**config.mk**
```make
export PLATFORM = sky130hd
export DESIGN_NAME = pwm_dac
export DESIGN_NICKNAME = d
export VERILOG_FILES = /design/src/rtl/pwm_dac_pkg.sv /design/src/rtl/dac_code_fifo.sv /design/src/rtl/pwm_dac.sv
export SDC_FILE = /design/constraint.sdc
export NUM_CORES = 1
export LEC_CHECK = 0
export CORE_ASPECT_RATIO = 0.6
export CORE_UTILIZATION = 53
export CTS_BUF_LIST = sky130_fd_sc_hd__clkbuf_2
export DETAILED_ROUTE_END_ITERATION = 10
export GPL_ROUTABILITY_DRIVEN = 0
export PLACE_DENSITY = 0.78
export SLEW_MARGIN = 30
export SYNTH_ARGS = -nofsm -noshare
export SYNTH_HDL_FRONTEND = slang
export SYNTH_HIERARCHICAL = 1
export SYNTH_SLANG_ARGS = --single-unit
```
**constraint.sdc**
```tcl
create_clock -name clk -period 1.9 [get_ports clk]
set_input_delay 0.38 -clock clk [delete_from_list [all_inputs] [get_ports clk]]
set_output_delay 0.38 -clock clk [all_outputs]
set_load 0.05 [all_outputs]
```
**src/rtl/pwm_dac_pkg.sv**
```systemverilog
// Shared constants and helpers for the PWM DAC output stage.
// Resolution and counter limits are derived from the top-level parameters.
package pwm_dac_pkg;

  localparam logic IDLE = 1'b0;
  localparam logic RUN  = 1'b1;

  typedef enum logic {
    StIdle = IDLE,
    StRun  = RUN
  } state_e;

  localparam int unsigned DefN    = 10;
  localparam int unsigned DefVref = 5000;
  localparam int unsigned RESO    = DefVref / (32'd1 << DefN);

  // mV per LSB, truncated; matches the ADC's VREF/2^N step.
  function automatic int unsigned calc_reso(input int unsigned vref, input int unsigned n);
    return vref / (32'd1 << n);
  endfunction

  function automatic int unsigned cnt_max(input int unsigned n);
    return (32'd1 << n) - 32'd1;
  endfunction

endpackage

```
**src/rtl/dac_code_fifo.sv**
```systemverilog
// Synchronous code FIFO. Pointers carry one extra wrap bit so that full and
// empty are distinguished by comparing the pointer MSBs.
module dac_code_fifo
  import pwm_dac_pkg::*;
#(
  parameter int unsigned N     = 10,
  parameter int unsigned DEPTH = 4
) (
  input  logic         clk,
  input  logic         reset,
  input  logic         push,
  input  logic [N-1:0] din,
  input  logic         pop,
  output logic [N-1:0] dout,
  output logic         full,
  output logic         empty
);

  localparam int unsigned AW = $clog2(DEPTH);

  logic [AW:0]  wptr_q;
  logic [AW:0]  rptr_q;
  logic [N-1:0] mem_q [DEPTH];

  assign empty = (wptr_q == rptr_q);
  assign full  = (wptr_q[AW] != rptr_q[AW]) && (wptr_q[AW-1:0] == rptr_q[AW-1:0]);
  assign dout  = mem_q[rptr_q[AW-1:0]];

  always_ff @(posedge clk) begin
    if (reset) begin
      wptr_q <= '0;
      rptr_q <= '0;
    end else begin
      if (push && !full) begin
        wptr_q <= wptr_q + 1'b1;
      end
      if (pop && !empty) begin
        rptr_q <= rptr_q + 1'b1;
      end
    end
  end

  // Storage needs no reset: emptied pointers make stale entries unreachable.
  always_ff @(posedge clk) begin
    if (push && !full) begin
      mem_q[wptr_q[AW-1:0]] <= din;
    end
  end

endmodule

```
**src/rtl/pwm_dac.sv**
```systemverilog
// PWM DAC output stage: buffers N-bit codes, plays each as one 2^N-clock PWM
// period and reports the nominal millivolt value of the code being played.
module pwm_dac
  import pwm_dac_pkg::*;
#(
  parameter int unsigned N     = 10,
  parameter int unsigned VREF  = 5000,
  parameter int unsigned DEPTH = 4,
  parameter int unsigned MVW   = 16
) (
  input  logic           clk,
  input  logic           reset,
  input  logic           en,
  input  logic           wr_valid,
  input  logic [N-1:0]   din,
  output logic           wr_ready,
  output logic           pwm_out,
  output logic           busy,
  output logic           period_done,
  output logic           repeat_code,
  output logic [MVW-1:0] vout_mv
);

  localparam int unsigned LsbMv  = calc_reso(VREF, N);
  localparam logic [N-1:0] CntMax = N'(cnt_max(N));

  state_e         state_q;
  logic [N-1:0]   cnt_q;
  logic [N-1:0]   cur_code_q;
  logic [MVW-1:0] vout_q;

  logic           fifo_full;
  logic           fifo_empty;
  logic           fifo_pop;
  logic [N-1:0]   fifo_dout;
  logic           at_end;
  logic [N+15:0]  prod;

  dac_code_fifo #(
    .N     (N),
    .DEPTH (DEPTH)
  ) u_fifo (
    .clk   (clk),
    .reset (reset),
    .push  (wr_valid),
    .din   (din),
    .pop   (fifo_pop),
    .dout  (fifo_dout),
    .full  (fifo_full),
    .empty (fifo_empty)
  );

  assign at_end   = (state_q == StRun) && (cnt_q == CntMax);
  // Codes are only taken from IDLE or at a period boundary, never mid-period.
  assign fifo_pop = en && !fifo_empty && ((state_q == StIdle) || at_end);
  assign prod     = (N+16)'(cur_code_q) * (N+16)'(LsbMv);

  always_ff @(posedge clk) begin
    if (reset) begin
      state_q    <= StIdle;
      cnt_q      <= '0;
      cur_code_q <= '0;
      vout_q     <= '0;
    end else begin
      vout_q <= MVW'(prod);
      unique case (state_q)
        StIdle: begin
          cnt_q <= '0;
          if (fifo_pop) begin
            cur_code_q <= fifo_dout;
            state_q    <= StRun;
          end
        end
        StRun: begin
          cnt_q <= cnt_q + 1'b1;
          if (at_end) begin
            if (!en) begin
              state_q <= StIdle;
            end else if (fifo_pop) begin
              cur_code_q <= fifo_dout;
            end
          end
        end
      endcase
    end
  end

  assign wr_ready    = !fifo_full;
  assign busy        = (state_q == StRun);
  assign pwm_out     = (state_q == StRun) && (cnt_q < cur_code_q);
  assign period_done = at_end;
  assign repeat_code = at_end && en && fifo_empty;
  assign vout_mv     = vout_q;

endmodule

```
==> metrics <==
Area growth syn-to-layout=29.96%; min setup slack post-route=-648.3 ps; final hold violations=0; Vias/cell=5.376; I/O Pins=35; Max-Cap Viols=0; H-tree Lvls=3; clk slew on worst S/H paths=220 ps; fmax=0.3924 GHz; Post-synth top flop=edfxtp_1; die width=106.2 um; # nets final=360; Clock Tree Buf Depth=2; Slowest Stage Delay on Critical Path=380 ps; min Tclk post-route=2548 ps; initial antenna violation count=0; Filler cells=413; Iter 0 DRT Violations=143; Pwr per Cell Area=1205 nW/um^2; RSZ-0062 raised after global routing=yes; CTS tree=built; DP HPWL=4730 um; commonest non-fill, non-tap cells in the layout=40 x edfxtp_1, 29 x dfxtp_1, 29 x buf_4, 21 x nor2_1, 14 x inv_1; share of layout cells above drive strength 1=34.52%; sequential share of the synthesized area=57.39%; CP Class=reg -> out; Crit path top cell by count=o211ai_1; clock latency on the worst-skew pair=500 ps; final setup violating endpoints=18; outcome=complete, but fails checks; worst endpoint required time=1520 ps; # DRC=0; multi-input logic area=1439 um^2; leak pwr=0.001692 uW; commonest non-fill, non-tap cell in the layout=edfxtp_1; Worst Skew=35.62 ps; Mapped Area=3453 um^2; grt ovf=0; Antenna diodes=0; vias in the first global route=2286; crit end category=primary output; register area=1994 um^2; setup tns final=-4092 ps; global-route wire length before repair=11460 um; CORE AREA=6193 um^2; number of synthesized register bits=79; share of synthesized registers carrying an async set or reset=0%; Rows=22; DR vias=2258; WP depth=7; final slew viol count=0; Critical Path Start Type=flop; Reg2Reg Setup Slack=-230 ps; final critical-path share of the clock period=134.1%; Cell Chain, Critical Path=inv_1 -> ha_1 -> a211o_1 -> o211ai_1 -> o211ai_1 -> a2111oi_4 -> buf_12; critical path arrival=2170 ps; Worst VDD drop=0.6436 mV; Avg Synthesized Cell Area=13.23 um^2; Hold Path Class=reg -> reg; Bufs and invs on worst path=2; largest net degree at the start of global routing=21; total CTS buffers=9; critical path's slowest cell=a2111oi_4; Die ar.=6853 um^2; Synth cell types=43; reg2reg path depth=10; CP top delay family=compound AO/OA/AOI/OAI gates; yosys warns=6; WHS Path Cells=2; gr usage total=22.41%; failing checks=negative setup slack; wire per inst=17.60 um; Cells after Synth=261; CTS Sinks=79; Initial Util=55.76%; pre-CTS setup slack=-178.1 ps; # port buffers=28; Critical Path Fanout Max=2; Die H=64.53 um; WL final=7393 um; EDFF count, synth=40; root buf cell=clkbuf_2; Post-CTS Hold Buffers=0; drt pass-1 iters=4; post-route ant nets=0
## worst min-delay path, delay by kind of cell, from the launching register on
family	cells	cell delay (ps)
buffers and inverters	1	70
flip-flops	1	340
AND/OR/NAND/NOR	1	60
## cell usage after synthesis, types with 2 or more instances
master	n	area [um^2]
a21oi_1	5	25.02
mux4_2	10	225.2
a211o_1	2	17.52
nand2_1	7	26.28
edfxtp_1	40	1201
clkbuf_1	3	11.26
buf_4	6	45.04
nor3b_1	4	30.03
nand4_1	5	31.28
nand3_1	6	30.03
a41oi_1	2	17.52
xor2_1	10	87.58
nor2_1	23	86.33
o211ai_1	7	52.55
o21ai_0	5	25.02
and2_1	3	18.77
nor2b_1	12	75.07
nand2b_1	3	18.77
mux2_4	9	135.1
inv_1	16	60.06
ha_1	15	187.7
xnor2_1	4	35.03
a31oi_1	4	25.02
dfxtp_1	39	780.8
and3_1	2	12.51
and4_4	2	22.52
## flip-flops by register name, summed over array words and instances, names as in the netlist, named ones only
name           count
u_fifo/wptr_q      3
busy               1
vout_mv           10
u_fifo/rptr_q      3
cnt_q             10
u_fifo/mem_q      40
cur_code_q        10
## routing by layer
layer,global-route usage (%),wire (um),vias up
met5,0,0,-
met4,6.250,70,0
met3,5.231,502,6
met2,37.34,3645,83
met1,29.53,3174,1095
li1,-,-,1074
## final timing paths
check,from,to
worst max-delay path,cur_code_q[2],pwm_out
worst max register to register,cnt_q[1],cur_code_q[5]
worst min register to register,cur_code_q[2],vout_mv[4]
worst min-delay path,cur_code_q[2],vout_mv[4]
## power by group
| part | switching [uW] | internal, uW | leakage (uW) |
|---|---|---|---|
| registers | 108 | 2050 | 0.000688 |
| clock network | 568 | 572 | 0.0000959 |
| logic | 1070 | 1040 | 0.000908 |
| total | 1740 | 3660 | 0.00169 |
## cells by family after synthesis
kind of cell,Yosys count,synth area share [%]
flops,79,57.39
simple gates,72,11.56
buf+inv,31,5.145
compound gates,29,6.051
mux,20,10.76
fa+ha+maj,15,5.435
xor+xnor,14,3.551
other cells,1,0.1086
## per-stage QoR
step                std cells  utilization (%)  hold slack (ps)  power (uW)  area (um^2)
global route              420            72.46            471.7        5644         4488
global placement          390            65.86            450.6        3917         4079
finish                    420            72.46            488.5        5407         4488
floorplan                 266                -            428.9        3369         3521
CTS                       415            70.61            467.8        5210         4373
detailed placement        390            65.86            459.8        3968         4079
## final cells by class
cell class | count | share of cell area [%]
clock buffers | 10 | 1.115
repair buffers | 69 | 16.28
flip-flops and latches | 79 | 44.44
multi-input cells | 156 | 32.06
clock inverters | 6 | 2.425
inverters | 16 | 1.338
well taps | 84 | 2.342
## timing repair
item	4_1_cts	5_1_grt
gates cloned	1	0
gates resized for setup	28	17
setup buffers	8	6
pin swaps	11	10
setup endpoints to repair	15	18
No activity file was read; power rests on OpenSTA's default activity.
